$ cat src/rtl/uart_pkg.sv
// Shared UART definitions: FSM state encoding, parity selection and line levels.
// Used by both the TX and RX paths.
package uart_pkg;

    typedef enum logic [2:0] {
        ST_IDLE   = 3'd0,
        ST_START  = 3'd1,
        ST_DATA   = 3'd2,
        ST_PARITY = 3'd3,
        ST_STOP   = 3'd4
    } uart_state_e;

    localparam logic PAR_EVEN  = 1'b0;
    localparam logic PAR_ODD   = 1'b1;

    localparam logic LINE_IDLE = 1'b1;
    localparam logic START_BIT = 1'b0;
    localparam logic STOP_BIT  = 1'b1;

endpackage

$ cat src/rtl/uart_tx_serializer.sv
// Data path of the UART transmitter: captured word, bit counter, last-bit flag
// and the data bit that will be on the line in the next cycle.
module uart_tx_serializer #(
    parameter int unsigned DATA_WIDTH = 8
) (
    input  logic                  clk,
    input  logic                  reset,
    input  logic                  load,
    input  logic [DATA_WIDTH-1:0] load_data,
    input  logic                  start,
    input  logic                  active,
    output logic                  ser_done,
    output logic                  next_bit_c,
    output logic                  data_xor_c
);

    localparam int unsigned CNT_W = (DATA_WIDTH > 1) ? $clog2(DATA_WIDTH) : 1;

    logic [DATA_WIDTH-1:0] data_q;
    logic [CNT_W-1:0]      cnt_q;
    logic [CNT_W-1:0]      cnt_d;
    logic                  shift;

    assign ser_done   = active && (cnt_q == CNT_W'(DATA_WIDTH - 1));
    assign shift      = active && !ser_done;
    assign data_xor_c = ^data_q;

    // Counter restarts when DATA is entered and stops at the last bit.
    always_comb begin
        cnt_d = cnt_q;
        if (start) begin
            cnt_d = '0;
        end else if (shift) begin
            cnt_d = cnt_q + CNT_W'(1);
        end
    end

    assign next_bit_c = data_q[cnt_d];

    always_ff @(posedge clk) begin
        if (reset) begin
            data_q <= '0;
            cnt_q  <= '0;
        end else begin
            if (load) begin
                data_q <= load_data;
            end
            cnt_q <= cnt_d;
        end
    end

endmodule

$ cat src/rtl/uart_tx_frame.sv
// UART transmitter: frames a parallel word as start, data (LSB first),
// optional parity and stop bit, one bit per clk cycle.
module uart_tx_frame #(
    parameter int unsigned DATA_WIDTH = 8
) (
    input  logic                  clk,
    input  logic                  reset,
    input  logic [DATA_WIDTH-1:0] p_data,
    input  logic                  data_valid,
    input  logic                  par_en,
    input  logic                  par_typ,
    output logic                  ready,
    output logic                  tx_out,
    output logic                  busy
);

    import uart_pkg::*;

    localparam logic [2:0] IDLE   = ST_IDLE;
    localparam logic [2:0] START  = ST_START;
    localparam logic [2:0] DATA   = ST_DATA;
    localparam logic [2:0] PARITY = ST_PARITY;
    localparam logic [2:0] STOP   = ST_STOP;

    logic [2:0] state_q;
    logic [2:0] state_d;
    logic       par_en_q;
    logic       par_typ_q;
    logic       accept;
    logic       ser_done;
    logic       next_bit_c;
    logic       data_xor_c;
    logic       parity_bit;
    logic       tx_d;
    logic       busy_d;

    assign ready      = (state_q == IDLE) || (state_q == STOP);
    assign accept     = data_valid && ready;
    assign parity_bit = data_xor_c ^ (par_typ_q == PAR_ODD);

    uart_tx_serializer #(
        .DATA_WIDTH (DATA_WIDTH)
    ) u_ser (
        .clk        (clk),
        .reset      (reset),
        .load       (accept),
        .load_data  (p_data),
        .start      (state_q == START),
        .active     (state_q == DATA),
        .ser_done   (ser_done),
        .next_bit_c (next_bit_c),
        .data_xor_c (data_xor_c)
    );

    // Next state plus the line value and busy level of the state being entered.
    always_comb begin
        state_d = state_q;
        tx_d    = LINE_IDLE;
        busy_d  = 1'b1;
        case (state_q)
            IDLE:    if (accept) state_d = START;
            START:   state_d = DATA;
            DATA:    if (ser_done) state_d = par_en_q ? PARITY : STOP;
            PARITY:  state_d = STOP;
            STOP:    state_d = accept ? START : IDLE;
            default: state_d = IDLE;
        endcase
        case (state_d)
            START:   tx_d = START_BIT;
            DATA:    tx_d = next_bit_c;
            PARITY:  tx_d = parity_bit;
            STOP:    tx_d = STOP_BIT;
            default: begin
                tx_d   = LINE_IDLE;
                busy_d = 1'b0;
            end
        endcase
    end

    always_ff @(posedge clk) begin
        if (reset) begin
            state_q   <= IDLE;
            par_en_q  <= 1'b0;
            par_typ_q <= 1'b0;
            tx_out    <= LINE_IDLE;
            busy      <= 1'b0;
        end else begin
            state_q <= state_d;
            tx_out  <= tx_d;
            busy    <= busy_d;
            if (accept) begin
                par_en_q  <= par_en;
                par_typ_q <= par_typ;
            end
        end
    end

endmodule

$ cat config.mk
export PLATFORM = sky130hd
export DESIGN_NAME = uart_tx_frame
export DESIGN_NICKNAME = d
export VERILOG_FILES = /design/src/rtl/uart_pkg.sv /design/src/rtl/uart_tx_serializer.sv /design/src/rtl/uart_tx_frame.sv
export SDC_FILE = /design/constraint.sdc
export NUM_CORES = 1
export LEC_CHECK = 0
export BUFFER_PORTS_ARGS = -buffer_cell sky130_fd_sc_hd__buf_2
export CAP_MARGIN = 15
export CORE_UTILIZATION = 40
export CTS_CLUSTER_DIAMETER = 60
export DETAILED_ROUTE_END_ITERATION = 8
export GPL_ROUTABILITY_DRIVEN = 0
export PLACE_DENSITY = 0.58
export SETUP_SLACK_MARGIN = 0.02
export SLEW_MARGIN = 20
export SYNTH_ARGS = -nofsm -noshare
export SYNTH_HDL_FRONTEND = slang
export SYNTH_HIERARCHICAL = 1
export SYNTH_SLANG_ARGS = --single-unit
export TNS_END_PERCENT = 5
$ cat constraint.sdc
create_clock -name clk -period 6.2 [get_ports clk]
set_input_delay 0.93 -clock clk [delete_from_list [all_inputs] [get_ports clk]]
set_output_delay 0.93 -clock clk [all_outputs]
set_load 0.05 [all_outputs]
==> flow_metrics.py <==
metrics = {
    "die": {
        "start_util_pct": 44.4,
        "io_pins": 16,
        "core.rowCount": 16,
        "core_area_um2": 2040,
        "die_x_um": 49.6,
        "die_h_um": 49.6,
        "die_area_um2": 2460,
    },
    "routing": {
        "antenna_left": 0,
        "drt-total-wl_um": 1420,
        "drc_errors": 0,
        "vias": 665,
        "routed_via_density": 4.93,
        "drt-pass1-iter-count": 4,
        "drtIter0Drc": 11,
        "wl_per_cell_um": 10.5,
    },
    "critical_path": {
        "cp-end-kind": "flip-flop",
        "crit_path_start_kind": "flip-flop",
        "path_common_cell": "nor2_1",
        "crit_required_ps": 6390,
        "cp_cell_sequence": "or2b_1 > nor2_1 > nand2b_4 > mux2i_2 > mux2_2 > mux4_2 > nor2_1 > and3_4 > o21bai_2",
        "reg2reg_from": "state_q[1]",
        "r2r_end": "tx_out",
        "slowest_delay_ps": 440,
        "cp_slowest_cell": "mux4_2",
        "crit_fanout": 6,
        "cp_data_arrival_time_ps": 2760,
        "r2r_slack_ps": 3640,
        "reg2regPathDepth": 9,
        "criticalPathCategory": "reg2reg",
    },
    "logic_synthesis": {
        "synth_cells": 92,
        "ys_seq_area_share_pct": 39.7,
        "synth_warnings": 6,
        "ys_ff_latch": 18,
        "syn_nets": 107,
        "yosysUniqueCellTypes": 27,
        "syn_area_per_cell_um2": 9.86,
        "synth.cell_area_um2": 907,
    },
    "sta": {
        "period_share_pct": 41.4,
        "rsz0062_at_grt": "false",
        "slew_viol_final": 0,
        "hold_ws_ps": 540,
        "setup_tns_ps": 0,
        "finalHoldViolCount": 0,
        "setup_violations": 0,
        "skew_ps": 0.839,
        "period_needed_ps": 2560,
        "worstMarginPinSlew_ps": 351,
        "max_slew_margin_pct": 76.1,
        "max_freq_mhz": 390,
    },
    "run": {
        "cap_violations": 0,
    },
    "clock_network": {
        "cts_resized": 0,
        "clk_latency_ps": 290,
        "tritoncts": "yes",
        "root_buffer": "clkbuf_4",
        "htree_levels": 1,
        "cts_hold_buf": 0,
        "clockBufferDepth": 2,
        "numCtsBuffers": 3,
        "clkSinkCount": 18,
        "postCtsSetupBuffers": 0,
        "clk_pin_slew_worst_paths_ps": 100,
    },
    "global_routing": {
        "grt_max_degree": 19,
        "grt_overflow": 0,
        "grt_pass1_vias": 661,
        "antenna_found_initial": 0,
        "grtUsageTotal_pct": 13.9,
        "grt_pass1_wl_um": 2590,
    },
    "hold_path": {
        "holdPathStages": 2,
        "hold_end": "par_typ_q",
        "worstHoldStart": "par_typ_q",
        "hold_path_class": "reg2reg",
    },
    "power": {
        "cellLeakagePower_uw": 0.000463,
        "finalPower_uw": 263,
        "ir_worst_vdd_uv": 150,
        "cellPowerDensity_nw_per_um2": 254,
    },
    "final_layout": {
        "final_util_pct": 50.6,
        "final_cell_area_um2": 1030,
        "fin_nets": 124,
        "area_growth_pct": 13.9,
        "drive_above_1_share_pct": 25.0,
        "n_antenna_cell": 0,
    },
    "run_status": {
        "outcome": "completed",
    },
    "place": {
        "hpwlAfterDp_um": 1080,
        "place_area_um2": 997,
        "portBuffers": 15,
    },
}
## stage by stage
| step | cells | worst slack (ps) |
|---|---|---|
| after floorplan | 92 | 3790 |
| after global routing | 135 | 3470 |
| after CTS | 135 | 3630 |
| final | 135 | 3640 |
| after global placement | 131 | 3680 |
| after detailed placement | 131 | 3640 |
## worst max-delay path by stage
| stage | to | slack, ps | startpoint | cells past startpoint |
|---|---|---|---|---|
| floorplan | tx_out | 3790 | state_q[1] | 9 |
| global placement | tx_out | 3680 | state_q[1] | 9 |
| detailed placement | tx_out | 3640 | state_q[1] | 9 |
| CTS | tx_out | 3630 | state_q[1] | 9 |
| global route | tx_out | 3470 | state_q[1] | 9 |
| finish | tx_out | 3640 | state_q[1] | 9 |
## placed cells by master, fill, tap and decap left out, drive strengths merged
master  instances
a21o            1
a21oi           1
and2            2
and3            1
buf            15
clkbuf          4
dfxtp          18
ha              2
mux2            4
mux2i          13
mux4            1
nand2b          4
nand4b          1
nor2           24
nor2b           2
nor3            3
nor3b           1
o21ai           1
o21bai          1
or2b            1
xnor2           7
xor2            1
## Yosys cell counts (all sizes together)
| library cell | n | area share [%] |
|---|---|---|
| ha | 2 | 2.8 |
| nor3 | 3 | 1.7 |
| o21bai | 1 | 1.2 |
| clkbuf | 2 | 0.83 |
| nor2b | 2 | 1.4 |
| mux4 | 1 | 2.5 |
| and2 | 2 | 1.7 |
| mux2 | 4 | 5.0 |
| mux2i | 13 | 15 |
| dfxtp | 18 | 40 |
| buf | 1 | 1.2 |
| nand4b | 1 | 0.97 |
| or2b | 1 | 0.83 |
| xor2 | 1 | 0.97 |
| xnor2 | 7 | 6.8 |
| a21o | 1 | 0.83 |
| and3 | 1 | 1.2 |
| nand2b | 4 | 3.6 |
| nor2 | 24 | 10 |
| a21oi | 1 | 0.55 |
| nor3b | 1 | 0.83 |
| o21ai | 1 | 0.55 |
## layer usage
layer / part of all wire, % / up-vias / track usage [%]
met5: 0 / - / 0
met4: 0.91 / 0 / 4.29
met3: 5.0 / 2 / 5.56
met2: 47 / 19 / 24.1
met1: 47 / 306 / 15.4
li1: - / 338 / -
## area by class of cell
class	instances	area [um2]
clock buffer	4	36.3
sequential	18	360
fill	213	1010
multi-input combinational	71	528
timing repair buffer	15	75.1
tap	27	33.8
## where the power goes
group          switching [uW]  leakage, uW  internal [uW]
Combinational            32.1     0.000295           30.0
Clock                    35.7    0.0000210           35.8
Sequential               6.08     0.000148            123
Total                    73.8     0.000463            189
## cells by family after synthesis
kind of cell / synth area share, %
AND/OR/NAND/NOR: 22.3
flip-flops: 39.7
XOR/XNOR: 7.72
AO/OA/AOI/OAI: 3.17
adder cells (fa/ha/maj): 2.76
multiplexers: 22.2
buffers and inverters: 2.07
## worst max-delay path: cells and delay by family, from the launching register on
family,cells,cell delay [ps]
AO/OA/AOI/OAI,1,50
flip-flops,1,410
multiplexers,3,1160
AND/OR/NAND/NOR,5,840
## state kept, by name (all words and copies together) (netlist names)
name,cells
u_ser/cnt_q,3
par_en_q,1
u_ser/data_q,8
busy,1
tx_out,1
par_typ_q,1
state_q,3
No activity file was read; power rests on OpenSTA's default activity.
